===== src/rtl/rcvbuf.sv =====
// rcvbuf: UART 8N1 receiver with a one-deep holding register and ready/read handshake
module rcvbuf #(
  parameter int CLKS_PER_BIT = 434
) (
  input  logic       clk,
  input  logic       reset,
  input  logic       serial_in,
  input  logic       read,
  output logic       ready,
  output logic [7:0] data_out,
  output logic       overrun,
  output logic       framing_err
);
  localparam int W = $clog2(CLKS_PER_BIT);
  localparam logic [W-1:0] HALF = W'(CLKS_PER_BIT / 2);
  localparam logic [W-1:0] LAST = W'(CLKS_PER_BIT - 1);
  typedef enum logic [1:0] {IDLE, START, DATA, STOP} state_t;
  state_t state, state_n;
  logic [W-1:0] cnt, cnt_n;
  logic [2:0] idx, idx_n;
  logic [7:0] shift, shift_n;
  logic done, done_n, bad, bad_n;
  logic s1, rx;
  // two-flop synchronizer, preset to the idle-high line level
  always_ff @(posedge clk or negedge reset)
    if (!reset) {s1, rx} <= 2'b11;
    else {s1, rx} <= {serial_in, s1};
  // frame state, bit timer, shift register and one-cycle delivery/error pulses
  always_ff @(posedge clk or negedge reset)
    if (!reset) begin
      state <= IDLE;
      cnt <= '0;
      idx <= '0;
      shift <= '0;
      done <= 1'b0;
      bad <= 1'b0;
    end else begin
      state <= state_n;
      cnt <= cnt_n;
      idx <= idx_n;
      shift <= shift_n;
      done <= done_n;
      bad <= bad_n;
    end
  // next-state: start is re-checked at half bit, then every sample lands mid-bit
  always_comb begin
    state_n = state;
    cnt_n = cnt + 1'b1;
    idx_n = idx;
    shift_n = shift;
    done_n = 1'b0;
    bad_n = 1'b0;
    case (state)
      IDLE: begin
        cnt_n = '0;
        if (!rx) state_n = START;
      end
      START:
        if (cnt == HALF) begin
          cnt_n = '0;
          idx_n = '0;
          state_n = rx ? IDLE : DATA;
        end
      DATA:
        if (cnt == LAST) begin
          cnt_n = '0;
          shift_n = {rx, shift[7:1]};
          idx_n = idx + 3'd1;
          if (idx == 3'd7) state_n = STOP;
        end
      default:
        if (cnt == LAST) begin
          cnt_n = '0;
          state_n = IDLE;
          done_n = rx;
          bad_n = !rx;
        end
    endcase
  end
  // holding register: delivery wins over read, overrun only when an unread byte is lost
  always_ff @(posedge clk or negedge reset)
    if (!reset) begin
      ready <= 1'b0;
      data_out <= 8'h00;
      overrun <= 1'b0;
      framing_err <= 1'b0;
    end else begin
      if (done) begin
        data_out <= shift;
        ready <= 1'b1;
        if (ready && !read) overrun <= 1'b1;
      end else if (ready && read) begin
        ready <= 1'b0;
        overrun <= 1'b0;
      end
      if (bad) framing_err <= 1'b1;
      else if (ready && read) framing_err <= 1'b0;
    end
endmodule


===== config.mk =====
export PLATFORM = sky130hd
export DESIGN_NAME = rcvbuf
export DESIGN_NICKNAME = d
export VERILOG_FILES = /design/src/rtl/rcvbuf.sv
export SDC_FILE = /design/constraint.sdc
export NUM_CORES = 1
export LEC_CHECK = 0
export BUFFER_PORTS_ARGS = -buffer_cell sky130_fd_sc_hd__buf_2
export CAP_MARGIN = 0
export CORE_MARGIN = 5
export CORE_UTILIZATION = 45
export CTS_BUF_LIST = sky130_fd_sc_hd__clkbuf_16
export CTS_CLUSTER_SIZE = 8
export DETAILED_ROUTE_END_ITERATION = 10
export SYNTH_ARGS = -nofsm -noshare
export SYNTH_HDL_FRONTEND = slang
export SYNTH_SLANG_ARGS = --single-unit

===== constraint.sdc =====
create_clock -name clk -period 1.76 [get_ports clk]
set_input_delay 0.088 -clock clk [delete_from_list [all_inputs] [get_ports clk]]
set_output_delay 0.088 -clock clk [all_outputs]
set_load 0.02 [all_outputs]

==> flow_summary.toml, run 1 <==
[detailed_routing]
dr.pass1.iters = 4
drcViolationCount = 0
drt_iter0_drc = 37
postRouteAntennaNets = 0
wl_per_cell_um = 12.5
avgViaCountPerCell = 4.94
drt_wl_total_um = 2550
route.vias.total = 1007

[synth]
avgSynthCellArea_um2 = 11.5
syn-cell-area_um2 = 1570
ys_types = 33
syn_nets = 144
yosysTopAreaCellShare_pct = 55.9
synth_ff_type = "dfrtp_1"
synthTopCellsByArea = "dfrtp_1 (56%), mux2_2 (7.2%), nand2_1 (6.5%)"
synth_compound_area_share_pct = 5.75
synth_xor_area_share_pct = 3.91
ys_seq_elements = 37
synthMuxAreaShare_pct = 7.19
yosysTopAreaCell = "dfrtp_1"
synthSimpleGateAreaFrac_pct = 18.7
synthAdderAreaFrac_pct = 3.19
async_flop_share_pct = 100
postSynthCellCount = 136
synth_top_family_by_area = "simple AND/OR/NAND/NOR gates"
synth-seq-area-share_pct = 59.3
synth_edf_count = 0
yosys_warnings = 0

[worst_setup_path]
r2r-start = "cnt[1]"
critPathMaxFanout = 9
worstSetupStartpoint = "cnt[1]"
critPathBufInv = 1
crit_path_end_kind = "register"
critical_path_arrival_ns = 1.82
critPathMaxStageDelay_ns = 0.55
cp-start-kind = "register"
cp.required_ns = 1.91
slowest_stage = "or3_1"
crit_type = "register to register"
crit_chain = "inv_1 -> ha_1 -> nand4b_4 -> or3_1 -> nand2_2 -> o21ai_2"
cpLargestDelayFamily = "simple AND/OR/NAND/NOR gates"

[sta]
min_period_over_period_pct = 94.5
fin_skew_ns = 0.00344
tightestPinTransition_ns = 0.796
fin_hold_ws_ns = 0.0169
final.setup.tns_ns = 0
rsz0062_at_grt = "no"
maxSlewHeadroom_pct = 46.9
setup_viol = 0
slew_viol_final = 0
fmax_mhz = 601
hold_violations = 0
fin_crit_ns = 1.66

[clock_network]
cts_max_level = 2
worstSkewPairLatency_ns = 0.27
clock-root-buffer = "clkbuf_16"
cts_tree = "yes"
path_clk_slew_ns = 0.05
cts_buffer_depth = 2
cts_setup_buffers = 0
cts_buffers = 5
cts_num_sinks = 37

[placed_design]
gp_congestion = 0.798
hpwlAfterDp_um = 1790
portBuffers = 14

[floorplan]
ios = 15
start_util_pct = 46.6
die_h_um = 69
num_rows = 21
die_area_um2 = 4760
die_x_um = 69
core_um2 = 3360

[grt]
met2_usage_pct = 19.9
antenna_found_initial = 0
grt-busiest-layer = "met2"
grt_pass1_wl_um = 4820
grtUsageMet1_pct = 15.0
grt_overflow_total = 0
grt_start_max_net_pins = 38
grt_pass1_vias = 1072
track_usage_pct = 12.4
grt_use_met3_pct = 4.36

[hold_path]
hold_class = "primary input to register"
hp-start = "read"

[finish]
fillers = 308
finalNetCount = 165
area_delta_synth_final_pct = 19.0
drive_gt1_share_pct = 22.8
final_core_util_pct = 55.4
final_common_cell = "dfrtp_1"
diodes = 0
mostFrequentLayoutCells = "dfrtp_1 (35), nand2_1 (27), nor2_1 (14), buf_2 (14), mux2_2 (10)"

[power]
power.leakage_nw = 0.934
powerDensity_nw_per_um2 = 985
irDropWorstVdd_mv = 0.626

[run_status]
status = "complete, no violations"

[job]
drv_cap = 0
power by group:
part           switching, mW  internal (mW)
Clock                  0.300          0.657
Combinational         0.0177        0.00538
Sequential           0.00159          0.856
Total                  0.319           1.52
through the flow:
step / power (mW) / area (um^2) / std cells / setup WS [ns]
3_3_place_gp: 0.893 / 1680 / 194 / 0.154
2_1_floorplan: 0.873 / 1570 / 136 / 0.261
6_report: 1.84 / 1860 / 204 / 0.0973
3_5_place_dp: 0.893 / 1680 / 194 / 0.0946
5_1_grt: 1.92 / 1860 / 204 / 0.00478
4_1_cts: 1.87 / 1860 / 204 / 0.0887
final cells by class:
type                            instances  area, um^2  area share [%]
Inverter                                3        11.3           0.604
Tap cell                               46        57.6            3.09
Sequential cell                        37         928            49.8
Timing Repair Buffer                   17        97.6            5.23
Clock inverter                          3        37.5            2.01
Multi-Input combinational cell         93         607            32.6
Clock buffer                            5         125            6.71
sequential cells by signal, indices dropped and copies added, names as in the netlist, 2 cells and up:
signal    count
data_out      8
shift         8
state         2
cnt           9
idx           3
Yosys cell counts, types with 2 or more instances:
library cell / n
nor2_1: 14
o21ai_0: 3
a21oi_1: 2
nand3_1: 3
mux2_2: 10
xor2_1: 3
a22o_1: 2
nand2_1: 27
xnor2_1: 4
dfrtp_1: 35
ha_1: 4
nor3_1: 3
nand4bb_1: 2
o21bai_1: 2
inv_1: 3
dfstp_2: 2
cell families (layout without fill, tap and decap cells):
| family | after synthesis | in the layout |
|---|---|---|
| compound gates | 13 | 13 |
| mux | 10 | 10 |
| xor+xnor | 7 | 7 |
| buf+inv | 6 | 28 |
| fa+ha+maj | 4 | 4 |
| flops | 37 | 37 |
| simple gates | 59 | 59 |
metal layers:
metal  vias to the layer above  wire length [um]
li1                        499                 -
met4                         0                36
met2                        15              1220
met3                         4               108
met1                       489              1190
met5                         -                 0
timing repair:
action,in CTS,in global routing
hold buffers,2,0
endpoints found under the hold margin,36,0
resized for setup,0,0
worst paths after layout:
path                       endpoint  slack [ns]  cells past startpoint
setup / recovery           shift[7]         0.1                      6
hold / removal                ready        0.02                      2
setup reg to reg           shift[7]         0.1                      6
hold reg to reg                  rx        0.36                      0
max in group asynchronous    cnt[2]        0.81                      2
min in group asynchronous  shift[4]        0.44                      2
Power figures use the tool's default switching activity.
==> inputs of run 2 (changes only) <==
Settings changed: BUFFER_PORTS_ARGS -buffer_cell sky130_fd_sc_hd__buf_2 to -buffer_cell sky130_fd_sc_hd__buf_4, MAX_ROUTING_LAYER from default to met4.
==> flow_summary.toml, run 2 (synthesis results as in run 1) <==
[run_status]
status = "complete, no violations"

[sta]
min_period_over_period_pct = 88.3
fin_skew_ns = 0.00416
hold_violations = 0
fmax_mhz = 643
setup_viol = 0
fin_crit_ns = 1.55
rsz0062_at_grt = "no"
tightestPinTransition_ns = 0.449
maxSlewHeadroom_pct = 70.1
final.setup.tns_ns = 0
slew_viol_final = 0

[worst_setup_path]
critical_path_arrival_ns = 1.75
r2r_slack_ns = 0.21
crit_chain = "inv_1 -> ha_1 -> nand4b_4 -> nor3_1 -> buf_4 -> a21oi_1 -> a2bb2oi_1"
r2r_cells = 7
cp.required_ns = 1.96
crit_type = "register to register"
crit_path_end_kind = "register"
slowest_stage = "dfrtp_1"
worstSetupStartpoint = "cnt[1]"
critPathMaxStageDelay_ns = 0.41
reg2reg_to = "state[0]"
cp-start-kind = "register"
critPathCapture = "state[0]"
critPathMaxFanout = 11
r2r-start = "cnt[1]"

[detailed_routing]
drcViolationCount = 0
dr.pass1.iters = 4
avgViaCountPerCell = 5.10
drt_iter0_drc = 79
drt_wl_total_um = 2660
route.vias.total = 1040
postRouteAntennaNets = 0
wl_per_cell_um = 13.0

[finish]
fillers = 306
area_delta_synth_final_pct = 21.6
diodes = 0
regMostFlops = "cnt"
reg_top3 = "cnt (9), data_out (8), shift (8)"
final_common_cell = "dfrtp_1"
mostFrequentLayoutCells = "dfrtp_1 (35), nand2_1 (27), buf_4 (15), nor2_1 (14), mux2_2 (10)"
largest_reg_flops = 9
final_core_util_pct = 56.6
drive_gt1_share_pct = 23.4
finalNetCount = 165

[clock_network]
cts_buffers = 5
cts_num_sinks = 37
cts_buffer_depth = 2
worstSkewPairLatency_ns = 0.27
path_clk_slew_ns = 0.05
clock-root-buffer = "clkbuf_16"
cts_max_level = 2
cts_tree = "yes"

[grt]
met2_usage_pct = 19.5
grtUsageMet1_pct = 14.9
grt_use_met3_pct = 5.52
grt_pass1_vias = 1070
grt_pass1_wl_um = 4770
antenna_found_initial = 0
grt_overflow_total = 0
grt-busiest-layer = "met2"
grt_start_max_net_pins = 38
track_usage_pct = 12.9

[placed_design]
gp_congestion = 0.790
hpwlAfterDp_um = 1870
portBuffers = 14

[floorplan]
die_x_um = 69
die_area_um2 = 4760
core_um2 = 3360
die_h_um = 69
num_rows = 21
ios = 15
start_util_pct = 46.6

[job]
drv_cap = 0

[power]
combPwrFrac_pct = 1.4
switchingPower_mw = 0.329
powerDensity_nw_per_um2 = 971
irDropWorstVdd_mv = 0.570
power_frac_seq_pct = 46.4
power.leakage_nw = 0.939
p_clk_share_pct = 52.3
switching_share_pct = 17.8
p_int_mw = 1.52

[hold_path]
hp-start = "read"
hold_class = "primary input to register"
run 2: how the worst min path moves through the flow:
stage	end	depth (start not counted)	slack, ns
final	ready	2	0.01
after global routing	ready	2	0.008
after CTS	ready	2	0.007
after detailed placement	data_out[3]	1	0.08
after global placement	data_out[3]	1	0.07
after floorplan	bad	0	-0.21
run 2: timing repair:
action                     CTS  global route
setup endpoints to repair    0             2
setup buffers                0             0
gates resized for setup      0             1
hold endpoints to repair    36             0
hold buffers                 2             0
run 2: layout make-up:
cell class | instances | area [um^2] | area share (%)
Sequential cell | 37 | 928 | 48.8
Multi-Input combinational cell | 93 | 612 | 32.1
Timing Repair Buffer | 17 | 133 | 6.96
Clock buffer | 5 | 125 | 6.57
Tap cell | 46 | 57.6 | 3.02
Clock inverter | 3 | 37.5 | 1.97
Inverter | 3 | 11.3 | 0.591
run 2: worst max-delay path, delay by kind of cell, from the launching register on:
| family | cells | cell delay [ns] |
|---|---|---|
| flip-flops | 1 | 0.41 |
| AND/OR/NAND/NOR | 2 | 0.35 |
| buffers and inverters | 2 | 0.28 |
| AO/OA/AOI/OAI | 2 | 0.24 |
| adder cells (fa/ha/maj) | 1 | 0.20 |
run 2: metrics by stage:
stage	instance area, um^2	setup slack, ns	power [mW]	cells	hold slack, ns
2_1_floorplan	1570	0.261	0.873	136	-0.208
3_3_place_gp	1720	0.156	0.895	194	0.0677
3_5_place_dp	1720	0.0958	0.896	194	0.0750
4_1_cts	1900	0.0855	1.87	204	0.00655
5_1_grt	1900	0.0267	1.93	204	0.00848
6_report	1900	0.206	1.85	204	0.00996
run 2: per-layer routing:
layer  wire length [um]  vias to the layer above  share of wire (%)
met3                141                        8                5.3
li1                   -                      500                  -
met4                 63                        0                2.4
met5                  0                        -                  0
met1               1170                      513                 44
met2               1290                       19                 48
run 2: power groups by stage:
stage	combinational [mW]	sequential (mW)	clock, mW
floorplan	0.000886	0.872	0
global placement	0.0227	0.872	0
detailed placement	0.0237	0.872	0
CTS	0.0272	0.857	0.990
global route	0.0309	0.857	1.04
finish	0.0253	0.857	0.967
